<file path="src/rtl/combat_resolver_if.sv">
// Unit-facing bundle of the lane combat arbiter.
// Master drives unit state; slave is the resolver.
interface combat_resolver_if #(
    parameter int POS_W = 9,
    parameter int DMG_W = 8
) ();
    logic [POS_W-1:0] player_pos;
    logic [DMG_W-1:0] player_dmg;
    logic             player_dead;
    logic [POS_W-1:0] enemy_pos;
    logic [DMG_W-1:0] enemy_dmg;
    logic             enemy_dead;
    logic             player_moveSCEN;
    logic             player_damageSCEN;
    logic [DMG_W-1:0] player_damageIn;
    logic             enemy_moveSCEN;
    logic             enemy_damageSCEN;
    logic [DMG_W-1:0] enemy_damageIn;
    logic [DMG_W-1:0] player_base_hp;
    logic [DMG_W-1:0] enemy_base_hp;
    logic             game_over;
    logic             winner;

    modport master (
        output player_pos, player_dmg, player_dead,
        output enemy_pos, enemy_dmg, enemy_dead,
        input  player_moveSCEN, player_damageSCEN,
        input  player_damageIn,
        input  enemy_moveSCEN, enemy_damageSCEN,
        input  enemy_damageIn,
        input  player_base_hp, enemy_base_hp,
        input  game_over, winner
    );

    modport slave (
        input  player_pos, player_dmg, player_dead,
        input  enemy_pos, enemy_dmg, enemy_dead,
        output player_moveSCEN, player_damageSCEN,
        output player_damageIn,
        output enemy_moveSCEN, enemy_damageSCEN,
        output enemy_damageIn,
        output player_base_hp, enemy_base_hp,
        output game_over, winner
    );
endinterface

</file>
<file path="src/rtl/combat_resolver.sv">
// Lane combat arbiter: per game tick decides move/fight/base
// strike for one player and one enemy unit; tracks base health.
module combat_resolver #(
    parameter int POS_W    = 9,
    parameter int DMG_W    = 8,
    parameter int RANGE    = 4,
    parameter int LANE_END = 400,
    parameter int BASE_HP  = 255
) (
    input  logic clk,
    input  logic reset,
    input  logic gameClk,
    combat_resolver_if.slave bus
);
    typedef enum logic [2:0] {
        IDLE, SAMPLE, RESOLVE, STROBE, OVER
    } state_t;

    localparam logic signed [POS_W:0] RANGE_S =
        RANGE[POS_W:0];
    localparam logic [POS_W-1:0] END_P =
        LANE_END[POS_W-1:0];
    localparam logic [DMG_W-1:0] HP0 =
        BASE_HP[DMG_W-1:0];

    state_t state_q, state_d;

    logic s1_q, s1_d, s2_q, s2_d, s3_q, s3_d;
    logic tick_q, tick_d;

    logic [POS_W-1:0] pp_q, pp_d, ep_q, ep_d;
    logic [DMG_W-1:0] pdmg_q, pdmg_d, edmg_q, edmg_d;
    logic             pdead_q, pdead_d;
    logic             edead_q, edead_d;

    logic pmv_q, pmv_d, emv_q, emv_d;
    logic pds_q, pds_d, eds_q, eds_d;
    logic [DMG_W-1:0] pdi_q, pdi_d, edi_q, edi_d;
    logic [DMG_W-1:0] php_q, php_d, ehp_q, ehp_d;

    logic signed [POS_W:0] gap;
    logic contact, p_alive, e_alive;

    function automatic logic [DMG_W-1:0] sat_sub(
        input logic [DMG_W-1:0] a,
        input logic [DMG_W-1:0] b
    );
        return (a > b) ? a - b : '0;
    endfunction

    always_comb begin
        s1_d   = gameClk;
        s2_d   = s1_q;
        s3_d   = s2_q;
        tick_d = s2_q & ~s3_q;
    end

    // Crossed units give a negative gap and still count as contact.
    always_comb begin
        gap = $signed({1'b0, pp_q}) - $signed({1'b0, ep_q});
        contact = (gap <= RANGE_S);
        p_alive = ~pdead_q;
        e_alive = ~edead_q;
    end

    always_comb begin
        state_d = state_q;
        pp_d    = pp_q;
        ep_d    = ep_q;
        pdmg_d  = pdmg_q;
        edmg_d  = edmg_q;
        pdead_d = pdead_q;
        edead_d = edead_q;
        pmv_d   = 1'b0;
        emv_d   = 1'b0;
        pds_d   = 1'b0;
        eds_d   = 1'b0;
        pdi_d   = pdi_q;
        edi_d   = edi_q;
        php_d   = php_q;
        ehp_d   = ehp_q;
        unique case (state_q)
            IDLE: begin
                if (tick_q) state_d = SAMPLE;
            end
            SAMPLE: begin
                pp_d    = bus.player_pos;
                ep_d    = bus.enemy_pos;
                pdmg_d  = bus.player_dmg;
                edmg_d  = bus.enemy_dmg;
                pdead_d = bus.player_dead;
                edead_d = bus.enemy_dead;
                state_d = RESOLVE;
            end
            RESOLVE: begin
                pdi_d = '0;
                edi_d = '0;
                if (p_alive && e_alive && contact) begin
                    pds_d = 1'b1;
                    eds_d = 1'b1;
                    edi_d = pdmg_q;
                    pdi_d = edmg_q;
                end else begin
                    if (e_alive) begin
                        if (ep_q >= END_P)
                            php_d = sat_sub(php_q, edmg_q);
                        else
                            emv_d = 1'b1;
                    end
                    if (p_alive) begin
                        if (pp_q == '0)
                            ehp_d = sat_sub(ehp_q, pdmg_q);
                        else
                            pmv_d = 1'b1;
                    end
                end
                state_d = STROBE;
            end
            STROBE: begin
                if (php_q == '0 || ehp_q == '0)
                    state_d = OVER;
                else
                    state_d = IDLE;
            end
            OVER: begin
                state_d = OVER;
            end
            default: state_d = IDLE;
        endcase
    end

    always_ff @(posedge clk or posedge reset) begin
        if (reset) begin
            state_q <= IDLE;
            s1_q    <= 1'b0;
            s2_q    <= 1'b0;
            s3_q    <= 1'b0;
            tick_q  <= 1'b0;
            pp_q    <= '0;
            ep_q    <= '0;
            pdmg_q  <= '0;
            edmg_q  <= '0;
            pdead_q <= 1'b0;
            edead_q <= 1'b0;
            pmv_q   <= 1'b0;
            emv_q   <= 1'b0;
            pds_q   <= 1'b0;
            eds_q   <= 1'b0;
            pdi_q   <= '0;
            edi_q   <= '0;
            php_q   <= HP0;
            ehp_q   <= HP0;
        end else begin
            state_q <= state_d;
            s1_q    <= s1_d;
            s2_q    <= s2_d;
            s3_q    <= s3_d;
            tick_q  <= tick_d;
            pp_q    <= pp_d;
            ep_q    <= ep_d;
            pdmg_q  <= pdmg_d;
            edmg_q  <= edmg_d;
            pdead_q <= pdead_d;
            edead_q <= edead_d;
            pmv_q   <= pmv_d;
            emv_q   <= emv_d;
            pds_q   <= pds_d;
            eds_q   <= eds_d;
            pdi_q   <= pdi_d;
            edi_q   <= edi_d;
            php_q   <= php_d;
            ehp_q   <= ehp_d;
        end
    end

    // Simultaneous knockout goes to the enemy.
    assign bus.player_moveSCEN   = pmv_q;
    assign bus.enemy_moveSCEN    = emv_q;
    assign bus.player_damageSCEN = pds_q;
    assign bus.enemy_damageSCEN  = eds_q;
    assign bus.player_damageIn   = pdi_q;
    assign bus.enemy_damageIn    = edi_q;
    assign bus.player_base_hp    = php_q;
    assign bus.enemy_base_hp     = ehp_q;
    assign bus.game_over         = (state_q == OVER);
    assign bus.winner            = (state_q == OVER) &&
                                   (ehp_q == '0) &&
                                   (php_q != '0);
endmodule

</file>
<file path="src/flat_wrapper.sv">
// flat-port wrapper written by rule: the top's interface ports become plain ports
module combat_resolver_flat 
#(
    parameter int POS_W    = 9,
    parameter int DMG_W    = 8,
    parameter int RANGE    = 4,
    parameter int LANE_END = 400,
    parameter int BASE_HP  = 255
)
  (clk, reset, gameClk, bus_player_pos, bus_player_dmg, bus_player_dead, bus_enemy_pos, bus_enemy_dmg, bus_enemy_dead, bus_player_moveSCEN, bus_player_damageSCEN, bus_player_damageIn, bus_enemy_moveSCEN, bus_enemy_damageSCEN, bus_enemy_damageIn, bus_player_base_hp, bus_enemy_base_hp, bus_game_over, bus_winner);
  combat_resolver_if #(.POS_W(POS_W), .DMG_W(DMG_W)) bus_i ();
  input  logic clk;
  input  logic reset;
  input  logic gameClk;
  input wire logic [$bits(bus_i.player_pos)-1:0] bus_player_pos;
  input wire logic [$bits(bus_i.player_dmg)-1:0] bus_player_dmg;
  input wire logic [$bits(bus_i.player_dead)-1:0] bus_player_dead;
  input wire logic [$bits(bus_i.enemy_pos)-1:0] bus_enemy_pos;
  input wire logic [$bits(bus_i.enemy_dmg)-1:0] bus_enemy_dmg;
  input wire logic [$bits(bus_i.enemy_dead)-1:0] bus_enemy_dead;
  output wire logic [$bits(bus_i.player_moveSCEN)-1:0] bus_player_moveSCEN;
  output wire logic [$bits(bus_i.player_damageSCEN)-1:0] bus_player_damageSCEN;
  output wire logic [$bits(bus_i.player_damageIn)-1:0] bus_player_damageIn;
  output wire logic [$bits(bus_i.enemy_moveSCEN)-1:0] bus_enemy_moveSCEN;
  output wire logic [$bits(bus_i.enemy_damageSCEN)-1:0] bus_enemy_damageSCEN;
  output wire logic [$bits(bus_i.enemy_damageIn)-1:0] bus_enemy_damageIn;
  output wire logic [$bits(bus_i.player_base_hp)-1:0] bus_player_base_hp;
  output wire logic [$bits(bus_i.enemy_base_hp)-1:0] bus_enemy_base_hp;
  output wire logic [$bits(bus_i.game_over)-1:0] bus_game_over;
  output wire logic [$bits(bus_i.winner)-1:0] bus_winner;
  assign bus_i.player_pos = bus_player_pos;
  assign bus_i.player_dmg = bus_player_dmg;
  assign bus_i.player_dead = bus_player_dead;
  assign bus_i.enemy_pos = bus_enemy_pos;
  assign bus_i.enemy_dmg = bus_enemy_dmg;
  assign bus_i.enemy_dead = bus_enemy_dead;
  assign bus_player_moveSCEN = bus_i.player_moveSCEN;
  assign bus_player_damageSCEN = bus_i.player_damageSCEN;
  assign bus_player_damageIn = bus_i.player_damageIn;
  assign bus_enemy_moveSCEN = bus_i.enemy_moveSCEN;
  assign bus_enemy_damageSCEN = bus_i.enemy_damageSCEN;
  assign bus_enemy_damageIn = bus_i.enemy_damageIn;
  assign bus_player_base_hp = bus_i.player_base_hp;
  assign bus_enemy_base_hp = bus_i.enemy_base_hp;
  assign bus_game_over = bus_i.game_over;
  assign bus_winner = bus_i.winner;
  combat_resolver #(.POS_W(POS_W), .DMG_W(DMG_W), .RANGE(RANGE), .LANE_END(LANE_END), .BASE_HP(BASE_HP)) u_core (.clk(clk), .reset(reset), .gameClk(gameClk), .bus(bus_i));
endmodule
</file>
<file path="config.mk">
export PLATFORM = sky130hd
export DESIGN_NAME = combat_resolver_flat
export DESIGN_NICKNAME = d
export VERILOG_FILES = /design/src/rtl/combat_resolver_if.sv /design/src/rtl/combat_resolver.sv /design/src/flat_wrapper.sv
export SDC_FILE = /design/constraint.sdc
export NUM_CORES = 1
export LEC_CHECK = 0
export ABC_AREA = 1
export BUFFER_PORTS_ARGS = -buffer_cell sky130_fd_sc_hd__buf_2
export CORE_ASPECT_RATIO = 1.2
export CORE_UTILIZATION = 25
export CTS_CLUSTER_DIAMETER = 150
export DETAILED_ROUTE_END_ITERATION = 6
export PLACE_DENSITY = 0.43
export SYNTH_ARGS = -nofsm -noshare
export SYNTH_HDL_FRONTEND = slang
export SYNTH_SLANG_ARGS = --single-unit
</file>
<file path="constraint.sdc">
create_clock -name clk -period 2.7 [get_ports clk]
set_input_delay 0.405 -clock clk [delete_from_list [all_inputs] [get_ports clk]]
set_output_delay 0.405 -clock clk [all_outputs]
set_load 0.01 [all_outputs]
</file>
[Word-level counts from Yosys, hierarchy flattened]
Cells that the tools add are included.
Cells by class
  add/sub/neg operators: 3
  multipliers: 0
  divide/modulo/power cells: 0
  magnitude comparators: 4
  equality and inequality tests: 5
  shift-type cells: 0
  multiplexer cells: 17
  bitwise logic cells: 5
  reduce and logical (&&, ||, !) cells: 12
Operators with widths (count)
  $mux W8: 4
  $gt A8 B8 Y1: 2
  $logic_not A8 Y1: 2
  $sub A8 B8 Y8: 2
  $pmux W3 S5: 1
  $le A10 B4 Y1 const B: 1
  $mux W1: 10
  $sub A9 B9 Y10: 1
  $ge A9 B9 Y1 const B: 1
  $logic_not A9 Y1: 1
  $reduce_and A4 Y1: 2
  $reduce_bool A8 Y1: 1
  $eq A3 B2 Y1 const B: 2
  $mux W3: 2
  $logic_and A1 B1 Y1: 4
  $not A1 Y1: 4
  $eq A3 B1 Y1 const B: 1
  $eq A3 B3 Y1 const B: 1
  $logic_not A3 Y1: 1
  $ne A2 B1 Y1 const B: 1
  $and A1 B1 Y1: 1
  $logic_or A1 B1 Y1: 1
Word-level totals
  register bits: 78
  bits in latches: 0
  RAM bits: 0
  bits in read-only memories: 0
  bits of input ports: 39
  output and inout bits: 38
  word-level logic and storage cells: 64
  memories kept: 0

[Depth between registers and ports, before layout]
Gate-level depths: netlist (run 1).
  word-level depth: 5
  gate-level depth with buffers: 19
  mapped depth without buffers: 18

[Worst setup path before layout (run 1)]
No wires, ideal clock.
  kind: reg2reg
  start: reg u_core.ehp_q[0] (netlist: u_core.bus.enemy_base_hp[0])
  end: reg u_core.ehp_q[6] (netlist: u_core.bus.enemy_base_hp[6])
  setup time: 0.062 ns
  data arrival time: 1.937 ns
  required time: 2.638 ns
  slack: 0.701 ns
  stages on the path, launching flop included: 14
  clock period less this slack: 1.999 ns
  cells stage by stage: dfstp_2 inv_1 ha_1 inv_1 fa_1 nand3_1 nand3_1 nand2_1 nand2_1 a21oi_1 or2_2 a21oi_1 nand4_1 nand2_1
On the way
  longest elaborated chain between the ends: 2
  elaborated cells on any way between the ends: 3
  classes of those cells: add/sub: 1; order compare: 1; mux: 1
Ends and longest elaborated chain
  start, declared: line combat_resolver.sv:39  | logic [DMG_W-1:0] php_q, php_d, ehp_q, ehp_d;
  start signal, assigned: line combat_resolver.sv:172  | ehp_q <= ehp_d;
  $sub A8 B8 Y8 / $gt A8 B8 Y1 (equally long branches): line combat_resolver.sv:48  | return (a > b) ? a - b : '0;
  $mux W8 *: line combat_resolver.sv:48
Mark *: on every way between the ends. The rest lies on a longest branch, timed or not.
A chain may end at the register's enable or synchronous reset.

[Worst setup path after layout (run 1)]
  start: reg u_core.pp_q[2]
  end: reg u_core.ehp_q[2] (netlist: u_core.bus.enemy_base_hp[2])
On the way
  longest elaborated chain between the ends: 5
  elaborated cells on any way between the ends: 6
  classes of those cells: add/sub: 1; order compare: 1; bitwise: 1; reduce/logical: 3
Ends and longest elaborated chain
  start, declared: line combat_resolver.sv:31  | logic [POS_W-1:0] pp_q, pp_d, ep_q, ep_d;
  start signal, assigned: line combat_resolver.sv:159  | pp_q <= pp_d;
  $sub A9 B9 Y10: line combat_resolver.sv:60  | gap = $signed({1'b0, pp_q}) - $signed({1'b0, ep_q});
  $le A10 B4 Y1: line combat_resolver.sv:61  | contact = (gap <= RANGE_S);
  $logic_and A1 B1 Y1: line combat_resolver.sv:98  | if (p_alive && e_alive && contact) begin
  $not A1 Y1 (no line)
  $reduce_and A4 Y1 (no line) *
Marked as above.

==> impl_metrics.tcl, run 1 <==
set metrics [dict create \
    p_leak_nw 2.82 \
    synth_seq_area_share_pct 45.7 \
    setup_viol 0 \
    worst_slew_pin_slew_ps 798 \
    synthTopCellsByArea "dfrtp_1 36%, nand2_1 13%, dfstp_2 9.8%" \
    grt_max_degree 62 \
    final_hold_viol_count 0 \
    drive_gt1_share_pct 22.3 \
    netlist_area_um2 4310 \
    synth_warnings 0 \
    synthArstFlopShare_pct 100 \
    vias 3596 \
    rrSetupSlack_ps 370 \
    cts.path.max_buffers 2 \
    peakVddDrop_mv 0.294 \
    endpoint_kind "flop" \
    synthesis.nets 594 \
    fp.dieH_um 146 \
    pre_cts_slack_ps 248 \
    drv_cap 0 \
    setup_ws_ps 367 \
    ctsRootBufferMaster "clkbuf_16" \
    path_class "reg2reg" \
    worstPathRequired_ps 2970 \
    via_per_inst 4.33 \
    initial_core_util_pct 25.6 \
    hold_buffers 0 \
    firstDrtPassIters 4 \
    grt_pass1_wl_um 18400 \
    synth_top_cell_by_area "dfrtp_1" \
    worstPathMaxFanout 11 \
    port_buffers 76 \
    r2r_cells 16 \
    grt_overflow 0 \
    htree_levels 3 \
    clock-sinks 78 \
    cp-start-kind "flop" \
    hpwl_um 8330 \
    globalplace.congestion 0.845 \
    cts_tree "yes" \
    clock_skew_ps 7.63 \
    worstPathArrival_ps 2600 \
    antenna_found_initial 0 \
    r2r-start "u_core.pp_q[2]" \
    slew_headroom_pct 46.8 \
    finalNetCount 675 \
    yosysTopAreaCellShare_pct 36.0 \
    synthMostInstantiatedCell "nand2_1" \
    wl_um 11000 \
    max_freq_mhz 429 \
    grtUsageTotal_pct 13.4 \
    finalMaxSlewViolations 0 \
    dieArea_um2 17800 \
    finalCritPeriodShare_pct 86.4 \
    postRouteAntennaNets 0 \
    syn_to_final_growth_pct 22.7 \
    drtIter0Drc 174 \
    r2r_end "u_core.bus.enemy_base_hp[2]" \
    n_antenna_cell 0 \
    hold_ws_ps 171 \
    fin_crit_ps 2330 \
    fin_total_pwr_mw 5.93 \
    grt_pass1_vias 3628 \
    synth_common_cells "151 x nand2_1, 66 x inv_1, 62 x dfrtp_1" \
    die_w_um 122 \
    hp-class "in2async" \
    post_drt_wl_per_cell_um 13.3 \
    status "completed" \
    synth.avg_cell_area_um2 8.17 \
    clk_latency_ps 340 \
    fin_setup_tns_ps 0 \
    rsz0062_at_grt "false" \
    p_per_area_nw_per_um2 1120 \
    row_count 52 \
    drc 0 \
    netlist_instances 528 \
    core_um2 16900 \
    synth_seq_cells 78 \
    numCtsBuffers 9 \
    clkSlewWorstSetupHoldPaths_ps 60 \
    io_pins 77 \
    synth_cell_types 34 \
    ys.flop_type "dfrtp_1" \
    synth_edf_count 0 \
]
[state kept, by name, indices dropped and copies added, names as in the netlist, 3 cells and up]
signal,flops
u_core.bus.enemy_damageIn,8
u_core.bus.enemy_base_hp,8
u_core.ep_q,9
u_core.edmg_q,8
u_core.state_q,3
u_core.pp_q,9
u_core.pdmg_q,8
u_core.bus.player_base_hp,8
u_core.bus.player_damageIn,8
[worst max-delay path: stages (launching register included)]
cell and delay, ps:
dfrtp_1 400, ha_1 370, a21oi_1 200, nand2_1 90, nand2_1 110, nand2_1 60
nand2_1 50, nand2_1 60, inv_1 50, nor2_1 40, nand2_1 40, nand2_1 60
nand2_2 190, buf_4 220, nand3_2 160, nand2_1 100, nand2_1 50
[per-layer routing]
metal  GRT usage, %  routed length [um]  up-vias
met4           4.26                 153        0
met3           3.25                 391       10
met1           17.3                5250     1672
met5              0                   0        -
met2           21.7                5210       48
li1               -                   -     1866
[final cells by class]
cell class              instances  area, um^2
flip-flops and latches         78        1970
clock buffers                  11         253
well taps                     216         270
inverters                      68         256
repair buffers                 82         463
multi-input cells             370        2020
clock inverters                 5        57.6
fillers                      1813       11600
[logic make-up (layout without fill, tap and decap cells)]
logic type,Yosys count,after routing,synth area share [%]
and+or+nand+nor,270,270,26.7
buffers and inverters,80,166,7.57
DFF,78,78,45.7
AOI/OAI and AO/OA,52,52,6.85
adders and majority gates,27,27,8.18
muxes,12,12,3.13
xor gates and xnor gates,9,9,1.83
[how the worst max path moves through the flow]
| stage | startpoint | to | slack (ps) | depth (start not counted) |
|---|---|---|---|---|
| after CTS | u_core.pp_q[2] | u_core.bus.enemy_damageIn[3] | 230 | 14 |
| after detailed placement | u_core.pp_q[2] | u_core.bus.player_damageIn[0] | 250 | 14 |
| final | u_core.pp_q[2] | u_core.bus.enemy_base_hp[2] | 370 | 16 |
| after global placement | u_core.pp_q[2] | u_core.bus.player_damageIn[6] | 270 | 14 |
| after global routing | u_core.pp_q[2] | u_core.bus.enemy_moveSCEN | 30 | 15 |
| after floorplan | reset | u_core.bus.enemy_damageIn[0] | 330 | 1 |
[through the flow]
| step | std cells | cell area [um^2] | utilization [%] |
|---|---|---|---|
| floorplan | 528 | 4310 | - |
| global placement | 813 | 4960 | 29.4 |
| detailed placement | 813 | 4960 | 29.4 |
| CTS | 829 | 5270 | 31.3 |
| global route | 830 | 5290 | 31.4 |
| finish | 830 | 5290 | 31.4 |
[timing repair]
action / 4_1_cts / 5_1_grt
endpoints found under the setup margin: 0 / 16
buffers inserted: 0 / 1
gates resized for setup: 0 / 0
[cell usage in the layout (no fill, tap or decap), types with 2 or more instances in the layout]
master	instances
nor3_1	6
o21ai_0	3
nor3b_1	2
clkinvlp_4	3
xnor2_1	5
buf_12	3
a21oi_1	41
clkinv_2	2
dfrtp_1	62
nand3_2	4
ha_1	25
nor2_1	59
nand4_1	21
mux2_2	12
o211ai_1	2
nand3_1	18
inv_1	65
buf_4	3
fa_1	2
dfstp_2	16
xor2_1	4
nand2_1	151
nor4_1	5
clkbuf_16	9
clkbuf_8	2
buf_2	76
[power breakdown]
group          total (mW)  internal [mW]  switching (mW)
logic                2.82           1.07            1.75
registers            1.86           1.60           0.257
clock network        1.25          0.764           0.490
Power figures use the tool's default switching activity.
==> run 2, diff against run 1 <==
- PLACE_DENSITY: 0.43 -> default
- PLACE_DENSITY_LB_ADDON: default -> 0.05
- RECOVER_POWER: default -> 25
==> impl_metrics.tcl, run 2 (synthesis results as in run 1) <==
set metrics [dict create \
    drv_cap 1 \
    fin_total_pwr_mw 5.92 \
    hold_buffers 0 \
    worstPathRequired_ps 2980 \
    p_seq_share_pct 31.2 \
    status "complete, but fails checks" \
    finalNetCount 676 \
    initial_core_util_pct 25.6 \
    clkSlewWorstSetupHoldPaths_ps 60 \
    p_int_mw 3.40 \
    fin_crit_ps 2350 \
    io_pins 77 \
    antenna_found_initial 0 \
    ctsRootBufferMaster "clkbuf_16" \
    cts_resized 0 \
    cp-start-kind "flop" \
    peakVddDrop_mv 0.431 \
    drc 0 \
    vias 3681 \
    max_freq_mhz 426 \
    hpwl_um 8680 \
    path_class "reg2reg" \
    combPwrFrac_pct 47.8 \
    rsz0062_at_grt "false" \
    hp-class "in2reg" \
    top_regs "u_core.ep_q (9), u_core.pp_q (9)" \
    via_per_inst 4.43 \
    grt_pass1_wl_um 19700 \
    slew_headroom_pct -32.5 \
    finalMaxSlewViolations 79 \
    violations "capacitance limit, slew limit" \
    worstPathMaxFanout 17 \
    htree_levels 3 \
    clk_latency_ps 340 \
    worst_slew_pin_slew_ps 1990 \
    final_hold_viol_count 0 \
    final_common_cell "nand2_1" \
    firstDrtPassIters 5 \
    die_w_um 122 \
    cts_tree "yes" \
    cts_setup_buffers 0 \
    grt_pass1_vias 3896 \
    setup_viol 0 \
    grt_overflow 0 \
    setup_ws_ps 352 \
    grtUsageTotal_pct 14.4 \
    wl_um 11700 \
    p_sw_mw 2.53 \
    endpoint_kind "flop" \
    pre_cts_slack_ps 281 \
    fp.dieH_um 146 \
    port_buffers 76 \
    stdcell_area_um2 5240 \
    clockPowerShare_pct 21.0 \
    row_count 52 \
    switching_share_pct 42.6 \
    layout_common_cells "151 x nand2_1, 75 x buf_2, 65 x inv_1, 62 x dfrtp_1, 59 x nor2_1" \
    dieArea_um2 17800 \
    cts.path.max_buffers 2 \
    postRouteAntennaNets 0 \
    p_leak_nw 2.81 \
    finalCritPeriodShare_pct 87.0 \
    globalplace.congestion 0.800 \
    core_um2 16900 \
    fin_setup_tns_ps 0 \
    drtIter0Drc 115 \
    worstPathArrival_ps 2630 \
    clock_skew_ps 4.28 \
    n_antenna_cell 0 \
    drive_gt1_share_pct 22.1 \
    post_drt_wl_per_cell_um 14.1 \
    syn_to_final_growth_pct 21.6 \
    p_per_area_nw_per_um2 1130 \
    numCtsBuffers 9 \
    grt_max_degree 79 \
    post_dp_cell_area_um2 4960 \
    clock-sinks 78 \
]
==> run 2: per-layer routing <==
metal / part of all wire [%] / vias to the layer above / track usage [%] / routed length [um]
met5: 0 / - / 0 / 0
met4: 1.8 / 0 / 5.62 / 206
met1: 44 / 1732 / 17.5 / 5130
li1: - / 1870 / - / -
met2: 50 / 65 / 24.6 / 5910
met3: 3.9 / 14 / 2.78 / 454
==> run 2: worst paths after layout <==
| path | start | end | slack, ps | depth (start not counted) |
|---|---|---|---|---|
| min in group asynchronous | reset | u_core.bus.player_damageIn[4] | 750 | 3 |
| worst max register to register | u_core.pp_q[2] | u_core.bus.player_damageIn[3] | 350 | 14 |
| max in group asynchronous | reset | u_core.pdmg_q[0] | 750 | 3 |
| worst max-delay path | u_core.pp_q[2] | u_core.bus.player_damageIn[3] | 350 | 14 |
| worst min register to register | u_core.s1_q | u_core.s2_q | 350 | 0 |
| worst min-delay path | gameClk | u_core.s1_q | 160 | 1 |
==> run 2: worst max-delay path: stages, from the launching register on <==
cell and delay [ps]:
dfrtp_1 410, ha_1 370, a21oi_1 210, nand2_1 110, nand2_1 70, nand2_1 40, nor2_1 130, nand3_1 90
nor2_1 90, nand2_1 50, nand2_1 70, nand2_2 70, nor2_4 380, nand2_1 110, nand2_1 80
==> run 2: stage by stage <==
| stage | cells | util, % | hold WS [ps] |
|---|---|---|---|
| 3_3_place_gp | 815 | 29.4 | 332 |
| 4_1_cts | 830 | 31.2 | 147 |
| 3_5_place_dp | 815 | 29.4 | 337 |
| 2_1_floorplan | 528 | - | 331 |
| 6_report | 830 | 31.1 | 164 |
| 5_1_grt | 830 | 31.1 | 155 |
==> run 2: power groups by stage <==
stage                     logic [mW]  clock network, mW  registers (mW)
final                           2.83               1.25            1.85
after global routing            3.30               1.34            1.91
after CTS                       2.90               1.30            1.86
after detailed placement        2.89                  0            1.88
after global placement          2.89                  0            1.87
after floorplan                 2.08                  0            1.87
==> run 2: final cells by class <==
type,count,area [um^2]
Fill cell,1777,11600
Multi-Input combinational cell,370,2020
Sequential cell,78,1970
Timing Repair Buffer,83,429
Tap cell,216,270
Inverter,68,256
Clock buffer,10,239
Clock inverter,5,57.6
